### src/rtl/fetch_queue.sv
// Instruction fetch stage: issues sequential fetch requests under a credit limit and
// buffers in-order responses for decode; redirects flush and drop stale responses.
module fetch_queue #(
  parameter logic [63:0] RESET_PC = 64'h0,
  parameter int          DEPTH    = 4,
  parameter logic [63:0] PC_STEP  = 64'd4
) (
  input  logic        clk_in,
  input  logic        reset_n_in,
  output logic        imem_req_valid_out,
  input  logic        imem_req_ready_in,
  output logic [63:0] imem_addr_out,
  input  logic        imem_resp_valid_in,
  input  logic [63:0] imem_resp_data_in,
  input  logic        imem_resp_error_in,
  input  logic        redirect_valid_in,
  input  logic [63:0] redirect_pc_in,
  output logic        instr_valid_out,
  input  logic        instr_ready_in,
  output logic [63:0] instr_out,
  output logic [63:0] instr_pc_out,
  output logic        instr_fault_out
);

  localparam int PW = (DEPTH > 1) ? $clog2(DEPTH) : 1;
  localparam int CW = $clog2(DEPTH) + 1;
  localparam logic [CW:0] DEPTH_C = (CW+1)'(DEPTH);

  typedef enum logic {
    ST_FETCH = 1'b0,
    ST_FAULT = 1'b1
  } state_t;

  state_t        r_state;
  logic [63:0]   r_fetch_pc;
  logic [63:0]   r_resp_pc;
  logic [CW-1:0] r_count;
  logic [CW-1:0] r_outstanding;
  logic [CW-1:0] r_drop;
  logic [PW-1:0] r_wptr;
  logic [PW-1:0] r_rptr;

  logic [63:0]   r_mem_data  [DEPTH];
  logic [63:0]   r_mem_pc    [DEPTH];
  logic          r_mem_fault [DEPTH];

  logic [CW:0]   w_credit_used;
  logic          w_req_valid;
  logic          w_req_fire;
  logic          w_resp_push;
  logic          w_head_valid;
  logic          w_pop;
  logic [CW-1:0] w_outstanding_next;

  // Credit counts only registered occupancy and outstanding, so a pop frees a slot a cycle later.
  assign w_credit_used      = {1'b0, r_count} + {1'b0, r_outstanding};
  assign w_req_valid        = reset_n_in & (r_state == ST_FETCH) & (w_credit_used < DEPTH_C)
                              & ~redirect_valid_in;
  assign w_req_fire         = w_req_valid & imem_req_ready_in;
  assign w_resp_push        = imem_resp_valid_in & ~redirect_valid_in & (r_drop == '0)
                              & (r_state == ST_FETCH);
  assign w_head_valid       = (r_count != '0);
  assign w_pop              = w_head_valid & instr_ready_in & ~redirect_valid_in;
  assign w_outstanding_next = r_outstanding + CW'(w_req_fire) - CW'(imem_resp_valid_in);

  assign imem_req_valid_out = w_req_valid;
  assign imem_addr_out      = r_fetch_pc;
  assign instr_valid_out    = w_head_valid;
  assign instr_out          = w_head_valid ? r_mem_data[r_rptr]  : 64'h0;
  assign instr_pc_out       = w_head_valid ? r_mem_pc[r_rptr]    : 64'h0;
  assign instr_fault_out    = w_head_valid ? r_mem_fault[r_rptr] : 1'b0;

  always_ff @(posedge clk_in or negedge reset_n_in) begin
    if (!reset_n_in) begin
      r_state       <= ST_FETCH;
      r_fetch_pc    <= RESET_PC;
      r_resp_pc     <= RESET_PC;
      r_count       <= '0;
      r_outstanding <= '0;
      r_drop        <= '0;
      r_wptr        <= '0;
      r_rptr        <= '0;
    end else begin
      r_outstanding <= w_outstanding_next;
      if (redirect_valid_in) begin
        // Everything still in flight after this cycle belongs to the old stream.
        r_state    <= ST_FETCH;
        r_fetch_pc <= redirect_pc_in;
        r_resp_pc  <= redirect_pc_in;
        r_drop     <= w_outstanding_next;
        r_count    <= '0;
        r_wptr     <= '0;
        r_rptr     <= '0;
      end else begin
        if (w_req_fire) begin
          r_fetch_pc <= r_fetch_pc + PC_STEP;
        end
        if (imem_resp_valid_in && (r_drop != '0)) begin
          r_drop <= r_drop - CW'(1);
        end
        if (w_resp_push) begin
          r_resp_pc <= r_resp_pc + PC_STEP;
          r_wptr    <= r_wptr + PW'(1);
          if (imem_resp_error_in) begin
            r_state <= ST_FAULT;
          end
        end
        if (w_pop) begin
          r_rptr <= r_rptr + PW'(1);
        end
        r_count <= r_count + CW'(w_resp_push) - CW'(w_pop);
      end
    end
  end

  always_ff @(posedge clk_in) begin
    if (w_resp_push) begin
      r_mem_data[r_wptr]  <= imem_resp_data_in;
      r_mem_pc[r_wptr]    <= r_resp_pc;
      r_mem_fault[r_wptr] <= imem_resp_error_in;
    end
  end

endmodule
### config.mk
export PLATFORM = sky130hd
export DESIGN_NAME = fetch_queue
export DESIGN_NICKNAME = d
export VERILOG_FILES = /design/src/rtl/fetch_queue.sv
export SDC_FILE = /design/constraint.sdc
export NUM_CORES = 1
export LEC_CHECK = 0
export ABC_AREA = 0
export BUFFER_PORTS_ARGS = -buffer_cell sky130_fd_sc_hd__buf_2
export CELL_PAD_IN_SITES_DETAIL_PLACEMENT = 0
export CELL_PAD_IN_SITES_GLOBAL_PLACEMENT = 2
export CORE_ASPECT_RATIO = 0.5
export CORE_UTILIZATION = 42
export DETAILED_ROUTE_END_ITERATION = 10
export PLACE_DENSITY_LB_ADDON = 0.1
export SLEW_MARGIN = 10
export SYNTH_ARGS = -nofsm -noshare
export SYNTH_HDL_FRONTEND = slang
export SYNTH_SLANG_ARGS = --single-unit
### constraint.sdc
create_clock -name clk_in -period 5.4 [get_ports clk_in]
set_input_delay 0.27 -clock clk_in [delete_from_list [all_inputs] [get_ports clk_in]]
set_output_delay 0.27 -clock clk_in [all_outputs]
set_load 0.02 [all_outputs]
==> impl_metrics.toml <==
[power_and_ir_drop]
power_w = 0.0138
irDropWorstVdd_uv = 238
p_per_area_nw_per_um2 = 408
power_frac_seq_pct = 45.0
leakagePower_nw = 12.0
internal-power_w = 0.00937
power.share.clock_pct = 29.1
combPwrFrac_pct = 25.9
p_switching_w = 0.00445
swShare_pct = 32.2

[timing]
period_minus_slack_ns = 3.41
rsz0062_at_grt = "false"
tns_ns = 0
skew_ns = 0.0194
max_slew_margin_pct = 34.7
setup_violations = 0
maxSlewViolCount = 0
fmaxAchievable_ghz = 0.294
worst_pin_slew_ns = 0.980
fin_crit_sh_pct = 63.1
hold_viol = 0

[global_routing]
grt_max_degree = 87
grtUsageTotal_pct = 22.2
grt_pass1_vias = 17662
antenna_found_initial = 2
grt_first_pass_wirelength_mm = 113
grt.overflow.total = 0

[die]
die_h_microns = 185
initial_utilization_pct = 42.9
rows = 66
die_w_microns = 368
design.die.area_sq_um = 68200
io_pins = 330
coreArea_sq_um = 65700

[layout]
final_core_util_pct = 51.6
most-common-layout-cells = "edfxtp_1, buf_2, and2_1, dfrtp_1, nand2_1"
nets = 2420
final_common_cell = "edfxtp_1"
syn2layout_area_growth_pct = 20.3
drive_gt1_share_pct = 26.4
fillers = 5636
final_cell_area_sq_um = 33900

[synth]
yosys_warnings = 0
ys_seq_elements = 658
syn-cell-area_sq_um = 28200
synth_fa_ha_area_share_pct = 0.764
synth.distinct_cells = 65
synth_compound_area_share_pct = 4.93
synthCells = 1823
synth_top_family_by_area = "simple AND/OR/NAND/NOR gates"
synth-xor-area-share_pct = 1.06
synth-edff-count = 516
syn_avg_cell_area_sq_um = 15.5
async_flop_share_pct = 21.6
synth.mux.area_fraction_pct = 10.9
seq_area_frac_synth_pct = 67.6
synth_simple_gate_area_share_pct = 13.1
syn-num-nets = 1974
ys.flop_type = "edfxtp_1"

[placed_design]
gp_congestion = 0.819
place_area_sq_um = 30900
portBuffers = 329
dp_hpwl_mm = 49.4

[setup_path]
cp-startpoint = "r_rptr[0]"
reg2reg_to = "imem_addr_out[63]"
crit_required_ns = 5.13
crit_path_start_kind = "flop"
end_kind = "output pin"
crit_path_max_fanout = 51
reg2reg_depth = 7
reg2reg_from = "r_count[2]"
endpoint = "instr_out[57]"
rrSetupSlack_ns = 2.30
worstSetupPathType = "flop to output pin"
worstPathArrival_ns = 3.14

[drt]
drc = 0
top_layer = "met5"
wl_met2_mm = 35.1
wl_per_cell_microns = 23.9
via_per_inst = 5.58
ant_nets = 0
wl_met1_mm = 36.1
first_iter_violations = 1323
wl_met3_mm = 3.70
vias = 17887
detail_route.first_pass.iterations = 5
drt_wl_total_mm = 76.5

[clocking]
clock-root-buffer = "clkbuf_16"
cts_sinks = 658
cts_htree_levels = 2
post_cts_buffers = 0
clk_pin_slew_ns = 0.07
cts_buffers = 58
cts_tree = "yes"
clockBufferDepth = 3
clk_latency_ns = 0.63

[status]
status = "finished, final reports clean"

[run]
drv_cap = 0

[min_path]
hold_path.class = "primary input to flop"
## timing repair
action | CTS | global route
gates resized for setup | 0 | 0
hold buffers | 119 | 0
hold endpoints to repair | 377 | 0
## layer usage
| metal | global-route usage [%] | vias up |
|---|---|---|
| met5 | 0 | - |
| met4 | 5.69 | 2 |
| met3 | 3.28 | 106 |
| met2 | 34.2 | 465 |
| met1 | 33.0 | 9198 |
| li1 | - | 8116 |
## power by group through the flow
stage                     sequential (W)  combinational, W  clock (W)
after floorplan                  0.00618           0.00242          0
final                            0.00623           0.00358    0.00402
after global routing             0.00628           0.00387    0.00432
after global placement           0.00633           0.00360          0
after CTS                        0.00623           0.00368    0.00411
after detailed placement         0.00633           0.00360          0
## registers in the layout, summed over array words and instances, names as in the netlist
register	cells
r_resp_pc	64
r_mem_fault	4
r_wptr	2
r_count	3
imem_addr_out	64
r_rptr	2
r_drop	3
r_mem_pc	256
r_state	1
r_mem_data	256
r_outstanding	3
## kinds of logic (layout without fill, tap and decap cells)
logic type,count (synthesis),after routing
buf+inv,115,610
mux,144,144
simple gates,651,651
flops,658,658
compound gates,205,205
fa+ha+maj,16,16
other cells,0,1
xor+xnor,34,34
## Yosys cell counts (12+ instances only)
library cell  number  area [sq um]
ha_1              14           175
xor2_1            20           175
nor4_1            16           100
o211ai_1          48           360
a31oi_1           18           113
nor2_1            52           195
mux4_2           129          2910
o311ai_0          29           254
clkbuf_1          52           195
and3_1            17           106
inv_1             28           105
and2_1           144           901
a21oi_1           14          70.1
or3_1             22           138
nand2_1          138           518
buf_2             21           105
edfxtp_1         516         15500
dfrtp_1          142          3550
xnor2_1           14           123
nor3_1            21           105
buf_1             12          45.0
nand4_1           67           419
o21ai_0           57           285
or4_1             21           158
nand3_1           95           475
## worst min-delay path by stage
| stage | slack, ns | start | depth (start not counted) | endpoint |
|---|---|---|---|---|
| final | 0.04 | redirect_pc_in[18] | 3 | r_resp_pc[18] |
| after global routing | 0.02 | redirect_pc_in[18] | 3 | r_resp_pc[18] |
| after CTS | 0.002 | redirect_pc_in[53] | 3 | r_resp_pc[53] |
| after detailed placement | 0.21 | reset_n_in | 1 | imem_addr_out[2] |
| after global placement | 0.22 | reset_n_in | 1 | imem_addr_out[12] |
| after floorplan | -0.03 | reset_n_in | 0 | imem_addr_out[0] |
## stage by stage
step	setup slack (ns)	instances	hold slack, ns
after floorplan	1.00	1823	-0.0256
after global placement	2.17	2974	0.217
after detailed placement	2.13	2974	0.209
after CTS	1.86	3202	0.00167
after global routing	1.74	3202	0.0207
final	1.99	3203	0.0365
## critical path: stages (launching register included)
cell	delay, ns
dfrtp_4	1.05
buf_12	0.42
mux4_2	0.57
and2_1	0.20
buf_2	0.16
## cell type report
type,instances,area (sq um),area share [%]
Tap cell,884,1110,3.27
Sequential cell,658,19100,56.3
Multi-Input combinational cell,1050,8690,25.6
Clock inverter,39,273,0.805
Clock buffer,70,1540,4.54
Timing Repair Buffer,473,3110,9.18
Antenna cell,1,2.50,0.00739
Inverter,28,105,0.310
(Power assumes the default switching activity.)
